--- src/rtl/truth_table_sequencer.sv ---
// truth_table_sequencer: sweeps a 3-input function through all 8 vectors,
// captures its truth table and compares it against a golden table.
`default_nettype none

module truth_table_sequencer #(
   parameter int SETTLE = 1
) (
   input  logic       clk,
   input  logic       reset,
   input  logic       start,
   input  logic       abort,
   input  logic [7:0] expected,
   input  logic       s1,
   output logic       x,
   output logic       y,
   output logic       z,
   output logic       busy,
   output logic       done,
   output logic [7:0] tt,
   output logic [3:0] ones,
   output logic       mismatch,
   output logic [7:0] diff
);

   typedef enum logic [1:0] {
      IDLE   = 2'd0,
      DRIVE  = 2'd1,
      SAMPLE = 2'd2,
      DONE   = 2'd3
   } state_t;

   state_t     state;
   state_t     state_next;
   logic [2:0] index;
   logic [3:0] counter;
   logic [7:0] expected_cap;
   logic [7:0] tt_sampled;
   logic       settle_last;
   logic       accept;

   assign accept      = (state == IDLE) && start && !abort;
   assign settle_last = (counter == 4'(SETTLE - 1));
   assign busy        = (state == DRIVE) || (state == SAMPLE);
   assign done        = (state == DONE);
   assign {x, y, z}   = busy ? index : 3'd0;

   // Truth table as it will look once the current vector's s1 is stored.
   always_comb begin
      tt_sampled        = tt;
      tt_sampled[index] = s1;
   end

   always_ff @(posedge clk) begin
      if (reset) state <= IDLE;
      else       state <= state_next;
   end

   always_comb begin
      state_next = state;
      case (state)
         IDLE:    if (accept) state_next = DRIVE;
         DRIVE: begin
            if (abort)            state_next = IDLE;
            else if (settle_last) state_next = SAMPLE;
         end
         SAMPLE: begin
            if (abort)              state_next = IDLE;
            else if (index == 3'd7) state_next = DONE;
            else                    state_next = DRIVE;
         end
         DONE:    state_next = IDLE;
         default: state_next = IDLE;
      endcase
   end

   always_ff @(posedge clk) begin
      if (reset) begin
         index        <= 3'd0;
         counter      <= 4'd0;
         expected_cap <= 8'd0;
         tt           <= 8'd0;
         ones         <= 4'd0;
         mismatch     <= 1'b0;
         diff         <= 8'd0;
      end else begin
         case (state)
            IDLE: begin
               if (accept) begin
                  index        <= 3'd0;
                  counter      <= 4'd0;
                  expected_cap <= expected;
                  tt           <= 8'd0;
                  ones         <= 4'd0;
                  mismatch     <= 1'b0;
                  diff         <= 8'd0;
               end
            end
            DRIVE, SAMPLE: begin
               if (abort) begin
                  index    <= 3'd0;
                  counter  <= 4'd0;
                  tt       <= 8'd0;
                  ones     <= 4'd0;
                  mismatch <= 1'b0;
                  diff     <= 8'd0;
               end else if (state == DRIVE) begin
                  counter <= counter + 4'd1;
               end else begin
                  tt      <= tt_sampled;
                  ones    <= ones + {3'd0, s1};
                  counter <= 4'd0;
                  // Compare on the final sample so results are valid in DONE.
                  if (index == 3'd7) begin
                     diff     <= tt_sampled ^ expected_cap;
                     mismatch <= (tt_sampled != expected_cap);
                  end else begin
                     index <= index + 3'd1;
                  end
               end
            end
            DONE: begin
               index   <= 3'd0;
               counter <= 4'd0;
            end
            default: begin
               index   <= 3'd0;
               counter <= 4'd0;
            end
         endcase
      end
   end

endmodule

`default_nettype wire
--- config.mk ---
export PLATFORM = sky130hd
export DESIGN_NAME = truth_table_sequencer
export DESIGN_NICKNAME = d
export VERILOG_FILES = /design/src/rtl/truth_table_sequencer.sv
export SDC_FILE = /design/constraint.sdc
export NUM_CORES = 1
export LEC_CHECK = 0
export CAP_MARGIN = 0
export CORE_UTILIZATION = 40
export DETAILED_ROUTE_END_ITERATION = 8
export GPL_TIMING_DRIVEN = 0
export PLACE_DENSITY = 0.71
export SETUP_SLACK_MARGIN = 0.1
export SYNTH_ARGS = -nofsm -noshare
export SYNTH_HDL_FRONTEND = slang
export SYNTH_SLANG_ARGS = --single-unit
--- constraint.sdc ---
create_clock -name clk -period 3.9 [get_ports clk]
set_input_delay 0.975 -clock clk [delete_from_list [all_inputs] [get_ports clk]]
set_output_delay 0.975 -clock clk [all_outputs]
set_load 0.1 [all_outputs]
==> insert_results.sql, run 1 <==
INSERT INTO impl_metrics (metric_group, metric, value, unit) VALUES
('outcome', 'status', 'finished clean', ''),
('final_layout', 'filler_cell_count', '474', ''),
('final_layout', 'antenna-diode-count', '0', ''),
('drt', 'vias', '1729', ''),
('final_layout', 'final_layout_size_suffix_gt1_share', '4.36', '%'),
('final_layout', 'layoutNonFillerInstCount', '329', ''),
('final_layout', 'most_common_cell_after_layout_fill_and_taps_aside', 'sky130_fd_sc_hd__dfxtp_1', ''),
('pwr', 'p_leak', '0.947', 'nW'),
('global_routing', 'grt_max_degree', '14', ''),
('pwr', 'vdd.ir_drop.worst', '0.213', 'mV'),
('sta', 'worst_pin_slew', '975', 'ps'),
('drt', 'wl', '4370', 'um'),
('global_routing', 'vias_in_the_first_global_route', '1523', ''),
('place', 'post_placement_cell_count', '321', ''),
('place', 'placedInstanceArea', '2380', 'um^2'),
('sta', 'final.setup_skew', '10.1', 'ps'),
('clock_tree', 'post_cts_buffers', '0', ''),
('clock_tree', 'cts_tree', 'done', ''),
('critical_path', 'worst_ep_required', '2920', 'ps'),
('place', 'hpwlAfterDp', '3140', 'um'),
('global_routing', 'grt_antenna_before_repair', '0', ''),
('run', 'maxCapViolations', '0', ''),
('sta', 'maxSlewViolCount', '0', ''),
('floorplan', 'design.core.area', '4690', 'um^2'),
('sta', 'setup_repair_after_global_routing_missed_its_margin', 'false', ''),
('critical_path', 'critPathArrivalTime', '2500', 'ps'),
('floorplan', 'floorplan.initialDensity', '41.5', '%'),
('logic_synthesis', 'leading_cell_types_by_total_area_after_synthesis', 'sky130_fd_sc_hd__dfxtp_1 39%, sky130_fd_sc_hd__mux2i_1 9.3%, sky130_fd_sc_hd__ha_1 7.1%', ''),
('final_layout', 'design_area', '2500', 'um^2'),
('floorplan', 'die_width', '71.8', 'um'),
('final_layout', 'area_delta_synth_final', '28.3', '%'),
('sta', 'max_freq', '0.288', 'GHz'),
('final_layout', 'post-route-util', '53.3', '%'),
('sta', 'timing.final.setup_violations', '0', ''),
('clock_tree', 'path_clk_slew', '80', 'ps'),
('logic_synthesis', 'synth.yosys.seq_area_share', '39.1', '%'),
('place', 'routabilityCongestion', '0.765', ''),
('logic_synthesis', 'syn_inst', '230', ''),
('drt', 'remaining_drc_errors', '0', ''),
('critical_path', 'timing.critical_path.to_type', 'primary output', ''),
('logic_synthesis', 'synth-seq-cells', '38', ''),
('drt', 'postRouteAntennaNets', '0', ''),
('floorplan', 'die-area', '5150', 'um^2'),
('drt', 'post_detailed_route_wirelength_per_cell', '13.3', 'um'),
('clock_tree', 'max-clock-path-buffers', '2', ''),
('clock_tree', 'cts-resized-gates', '0', ''),
('sta', 'hold-worst-slack', '462', 'ps'),
('logic_synthesis', 'synth_area', '1950', 'um^2'),
('min_path', 'timing.hold.worst.class', 'reg2reg', ''),
('logic_synthesis', 'synth.yosys.warnings', '0', ''),
('logic_synthesis', 'netlist.area_leader.share', '39.1', '%'),
('floorplan', 'die_h', '71.8', 'um'),
('clock_tree', 'cts-htree-levels', '2', ''),
('critical_path', 'critical_path_class', 'reg2out', ''),
('logic_synthesis', 'yosysTopAreaCell', 'sky130_fd_sc_hd__dfxtp_1', ''),
('logic_synthesis', 'total_nets_after_synthesis', '254', ''),
('clock_tree', 'clk_latency', '290', 'ps'),
('drt', 'drc_violation_total_after_the_first_tritonroute_iteration', '102', ''),
('place', 'port_buffers', '37', ''),
('final_layout', 'final_cell_mix', '38 x sky130_fd_sc_hd__dfxtp_1, 37 x sky130_fd_sc_hd__clkdlybuf4s50_1, 32 x sky130_fd_sc_hd__nor2_1', ''),
('floorplan', 'row_count', '25', ''),
('sta', 'hold_viol_final', '0', ''),
('drt', 'avgViaCountPerCell', '5.26', ''),
('clock_tree', 'ctsHoldBuffers', '0', ''),
('final_layout', 'finalNetCount', '298', ''),
('clock_tree', 'numCtsBuffers', '5', ''),
('critical_path', 'start_kind', 'register', ''),
('sta', 'period_needed', '3480', 'ps'),
('sta', 'period_share', '89.1', '%'),
('sta', 'timing.slew.headroom', '34.8', '%'),
('clock_tree', 'cts_root_buf', 'sky130_fd_sc_hd__clkbuf_8', ''),
('sta', 'setup_total_negative_slack', '0', 'ps'),
('global_routing', 'gr-total-overflow', '0', ''),
('drt', 'drt-pass1-iter-count', '5', ''),
('pwr', 'p_per_area', '360', 'nW/um^2'),
('logic_synthesis', 'syn_area_per_cell', '8.46', 'um^2'),
('global_routing', 'global_route.usage.total', '17.5', '%'),
('global_routing', 'grt_pass1_wl', '6980', 'um'),
('critical_path', 'crit_fanout', '8', ''),
('clock_tree', 'cts.sinks', '38', ''),
('floorplan', 'io-pin-count', '39', ''),
('logic_synthesis', 'ys_types', '31', '');
[Yosys cell counts, drive strengths merged]
cell	instances
xor2	2
nand3	11
a32oi	1
buf	4
nor2	32
inv	5
nor3	4
a22oi	11
a21o	1
dfxtp	38
or4	2
o21ai	5
nand4	1
clkbuf	11
nor2b	4
and3	2
a32o	1
ha	11
a211oi	1
xnor2	8
nand3b	6
mux2i	18
and2	4
a21oi	17
nor3b	5
nand2	21
nor4	1
nand2b	3
[worst max-delay path, stage by stage, from the launching register on]
cell	delay [ps]
sky130_fd_sc_hd__dfxtp_1	390
sky130_fd_sc_hd__inv_1	100
sky130_fd_sc_hd__ha_1	430
sky130_fd_sc_hd__and2_1	170
sky130_fd_sc_hd__clkdlybuf4s50_1	1130
[final cells by class]
class                   count  area, um^2  share of cell area [%]
clock inverters             3        45.0                    1.80
flip-flops and latches     38         761                    30.4
clock buffers               5        68.8                    2.75
multi-input cells         172        1100                    43.9
inverters                   5        18.8                   0.751
repair buffers             37         370                    14.8
plain buffers              15        70.1                    2.80
well taps                  54        67.6                    2.70
[per-layer routing]
layer  share of wire [%]  global-route usage [%]  vias up
met5                   0                       0        -
met4                 1.1                    5.23        0
met3                 4.6                    3.66        5
met2                  47                    29.5       43
met1                  47                    22.4      800
li1                    -                       -      881
[cell families after synthesis]
| family | share of synthesized area [%] |
|---|---|
| flip-flops | 39.1 |
| XOR/XNOR | 4.50 |
| AND/OR/NAND/NOR | 23.9 |
| adder cells (fa/ha/maj) | 7.07 |
| AO/OA/AOI/OAI | 11.6 |
| multiplexers | 9.25 |
| buffers and inverters | 4.56 |
[sequential cells by signal, indices dropped and copies added (netlist names)]
signal,flops
mismatch,1
ones,4
state,2
diff,8
tt,8
expected_cap,8
counter,4
index,3
[through the flow]
stage	power [W]	worst slack (ps)
global route	0.000934	331
detailed placement	0.000569	720
floorplan	0.000524	706
CTS	0.000905	401
finish	0.000898	425
global placement	0.000567	747
[power by group]
| group | switching [W] | internal (W) | total, W |
|---|---|---|---|
| registers | 0.00000698 | 0.000397 | 0.000404 |
| logic | 0.000105 | 0.0000520 | 0.000157 |
| clock network | 0.000148 | 0.000190 | 0.000338 |
[worst paths after layout]
kind         endpoint  slack, ps  cells after the start      from
max                 z        420                      4  state[0]
min          mismatch        460                      2  mismatch
max reg2reg   diff[2]       1580                      9  state[0]
min reg2reg  mismatch        460                      2  mismatch
Note: power is estimated with default switching activity, not from simulation.
==> run 2, diff against run 1 <==
--- a/config.mk
+++ b/config.mk
@@ -6,11 +6,13 @@
 export NUM_CORES = 1
 export LEC_CHECK = 0
 export CAP_MARGIN = 0
+export CORE_MARGIN = 5
 export CORE_UTILIZATION = 40
 export DETAILED_ROUTE_END_ITERATION = 8
 export GPL_TIMING_DRIVEN = 0
 export PLACE_DENSITY = 0.71
 export SETUP_SLACK_MARGIN = 0.1
+export SLEW_MARGIN = 15
 export SYNTH_ARGS = -nofsm -noshare
 export SYNTH_HDL_FRONTEND = slang
 export SYNTH_SLANG_ARGS = --single-unit
==> run 2 against run 1 <==
Compared with the run above:
- cell area rose by 0.45%
- critical path type unchanged
- sequential power barely moved
- sequential share of layout area fell by 0.14 points
- routed wire length rose by 1.8%
- flip-flop and latch count did not move
==> insert_results.sql, run 2 (synthesis results as in run 1) <==
INSERT INTO impl_metrics (metric_group, metric, value, unit) VALUES
('outcome', 'status', 'finished clean', ''),
('clock_tree', 'cts.sinks', '38', ''),
('sta', 'maxSlewViolCount', '0', ''),
('global_routing', 'vias_in_the_first_global_route', '1586', ''),
('floorplan', 'row_count', '25', ''),
('critical_path', 'timing.critical_path.cells', 'inv_1 > ha_1 > and2_1 > clkdlybuf4s50_1', ''),
('final_layout', 'most_common_cell_after_layout_fill_and_taps_aside', 'sky130_fd_sc_hd__dfxtp_1', ''),
('sta', 'setup_repair_after_global_routing_missed_its_margin', 'false', ''),
('sta', 'max_freq', '0.285', 'GHz'),
('clock_tree', 'numCtsBuffers', '5', ''),
('pwr', 'netSwitchingPower', '0.000249', 'W'),
('critical_path', 'cp_top_family', 'buffers and inverters', ''),
('global_routing', 'grt_pass1_wl', '7270', 'um'),
('floorplan', 'die_h', '79.8', 'um'),
('sta', 'final.setup_skew', '4.26', 'ps'),
('sta', 'setup_total_negative_slack', '0', 'ps'),
('critical_path', 'start_kind', 'register', ''),
('sta', 'worst_pin_slew', '976', 'ps'),
('place', 'post_placement_cell_count', '334', ''),
('pwr', 'totalPowerFinal', '0.000886', 'W'),
('drt', 'post_detailed_route_wirelength_per_cell', '13.0', 'um'),
('final_layout', 'final_cell_mix', '38 x sky130_fd_sc_hd__dfxtp_1, 37 x sky130_fd_sc_hd__clkdlybuf4s50_1, 32 x sky130_fd_sc_hd__nor2_1', ''),
('drt', 'avgViaCountPerCell', '4.96', ''),
('drt', 'vias', '1697', ''),
('drt', 'drc_violation_total_after_the_first_tritonroute_iteration', '109', ''),
('global_routing', 'global_route.usage.total', '14.8', '%'),
('final_layout', 'layoutNonFillerInstCount', '342', ''),
('pwr', 'switching_share', '28.1', '%'),
('clock_tree', 'cts_tree', 'done', ''),
('pwr', 'internal_power', '0.000637', 'W'),
('critical_path', 'timing.critical_path.to_type', 'primary output', ''),
('critical_path', 'timing.critical_path.buf_inv', '2', ''),
('clock_tree', 'ctsHoldBuffers', '0', ''),
('pwr', 'p_leak', '0.955', 'nW'),
('critical_path', 'critPathArrivalTime', '2530', 'ps'),
('floorplan', 'die-area', '6360', 'um^2'),
('pwr', 'vdd.ir_drop.worst', '0.136', 'mV'),
('critical_path', 'crit_fanout', '8', ''),
('pwr', 'combPwrFrac', '17.5', '%'),
('sta', 'period_share', '90.0', '%'),
('clock_tree', 'path_clk_slew', '80', 'ps'),
('critical_path', 'slowest_stage', 'sky130_fd_sc_hd__clkdlybuf4s50_1', ''),
('floorplan', 'die_width', '79.8', 'um'),
('clock_tree', 'post_cts_buffers', '0', ''),
('sta', 'timing.final.setup_violations', '0', ''),
('critical_path', 'cp_slowest_stage_delay', '1140', 'ps'),
('final_layout', 'multiInputGateArea', '1100', 'um^2'),
('run', 'maxCapViolations', '0', ''),
('final_layout', 'layout_top_registers', 'diff: 8 flops, expected_cap: 8 flops, tt: 8 flops', ''),
('critical_path', 'critical_path_class', 'reg2out', ''),
('final_layout', 'filler_cell_count', '449', ''),
('final_layout', 'area_delta_synth_final', '28.9', '%'),
('final_layout', 'seqCellArea', '761', 'um^2'),
('final_layout', 'finalNetCount', '298', ''),
('drt', 'remaining_drc_errors', '0', ''),
('place', 'routabilityCongestion', '0.763', ''),
('clock_tree', 'cts-htree-levels', '2', ''),
('sta', 'timing.slew.headroom', '34.8', '%'),
('drt', 'wl', '4450', 'um'),
('place', 'post-place-ws', '718', 'ps'),
('critical_path', 'worst_ep_required', '2920', 'ps'),
('final_layout', 'final_layout_size_suffix_gt1_share', '4.36', '%'),
('pwr', 'power.share.sequential', '45.6', '%'),
('global_routing', 'grt_max_degree', '13', ''),
('floorplan', 'design.core.area', '4720', 'um^2'),
('clock_tree', 'max-clock-path-buffers', '2', ''),
('place', 'hpwlAfterDp', '3380', 'um'),
('pwr', 'clockPowerShare', '36.9', '%'),
('final_layout', 'antenna-diode-count', '0', ''),
('drt', 'postRouteAntennaNets', '0', ''),
('sta', 'period_needed', '3510', 'ps'),
('min_path', 'timing.hold.worst.class', 'reg2reg', ''),
('global_routing', 'gr-total-overflow', '0', ''),
('drt', 'drt-pass1-iter-count', '4', ''),
('floorplan', 'floorplan.initialDensity', '41.2', '%'),
('clock_tree', 'cts-resized-gates', '0', ''),
('sta', 'worst_slack', '390', 'ps'),
('floorplan', 'io-pin-count', '39', ''),
('clock_tree', 'clk_latency', '290', 'ps'),
('global_routing', 'grt_antenna_before_repair', '0', ''),
('sta', 'hold-worst-slack', '462', 'ps'),
('place', 'port_buffers', '37', ''),
('sta', 'hold_viol_final', '0', ''),
('clock_tree', 'cts_root_buf', 'sky130_fd_sc_hd__clkbuf_8', ''),
('pwr', 'p_per_area', '353', 'nW/um^2');
==> run 2: through the flow <==
stage	cell area, um^2	utilization [%]
after CTS	2510	53.1
after detailed placement	2400	50.8
after global placement	2400	50.8
after floorplan	1950	-
final	2510	53.1
after global routing	2510	53.1
==> run 2: metal layers <==
layer | wire length, um | vias to the layer above | global-route usage (%)
met5 | 0 | - | 0
li1 | - | 878 | -
met4 | 69 | 0 | 6.76
met1 | 2200 | 776 | 18.9
met3 | 233 | 6 | 4.29
met2 | 1950 | 37 | 22.8
==> run 2: power groups by stage <==
stage | logic [W] | clock network (W) | registers [W]
2_1_floorplan | 0.0000983 | 0 | 0.000426
3_3_place_gp | 0.000154 | 0 | 0.000413
3_5_place_dp | 0.000155 | 0 | 0.000413
4_1_cts | 0.000156 | 0.000335 | 0.000404
5_1_grt | 0.000169 | 0.000352 | 0.000405
6_report | 0.000155 | 0.000327 | 0.000404
==> run 2: worst register-to-register path, delay by kind of cell (launching register included) <==
kind | cells | cell delay (ps)
AOI/OAI and AO/OA | 2 | 290
adders and majority gates | 1 | 430
buffers and inverters | 3 | 620
DFF | 1 | 400
and+or+nand+nor | 3 | 490
==> run 2: cell type report <==
cell class	instances	area share [%]
Multi-Input combinational cell	172	43.7
Sequential cell	38	30.3
Timing Repair Buffer	37	14.8
Tap cell	67	3.34
Buffer	15	2.79
Clock buffer	5	2.74
Clock inverter	3	1.60
Inverter	5	0.748
==> run 2: final timing paths <==
| kind | slack, ps | cells past startpoint | to | startpoint |
|---|---|---|---|---|
| worst max-delay path | 390 | 4 | x | state[0] |
| worst min-delay path | 460 | 2 | mismatch | mismatch |
| worst max register to register | 1610 | 9 | diff[2] | state[0] |
| worst min register to register | 460 | 2 | mismatch | mismatch |
==> run 3, diff against run 2 <==
--- a/config.mk
+++ b/config.mk
@@ -12,7 +12,7 @@
 export GPL_TIMING_DRIVEN = 0
 export PLACE_DENSITY = 0.71
 export SETUP_SLACK_MARGIN = 0.1
-export SLEW_MARGIN = 15
+export SLEW_MARGIN = 20
 export SYNTH_ARGS = -nofsm -noshare
 export SYNTH_HDL_FRONTEND = slang
 export SYNTH_SLANG_ARGS = --single-unit
==> results of run 3 <==
Final layout, timing and power as in run 2 (identical DEF).
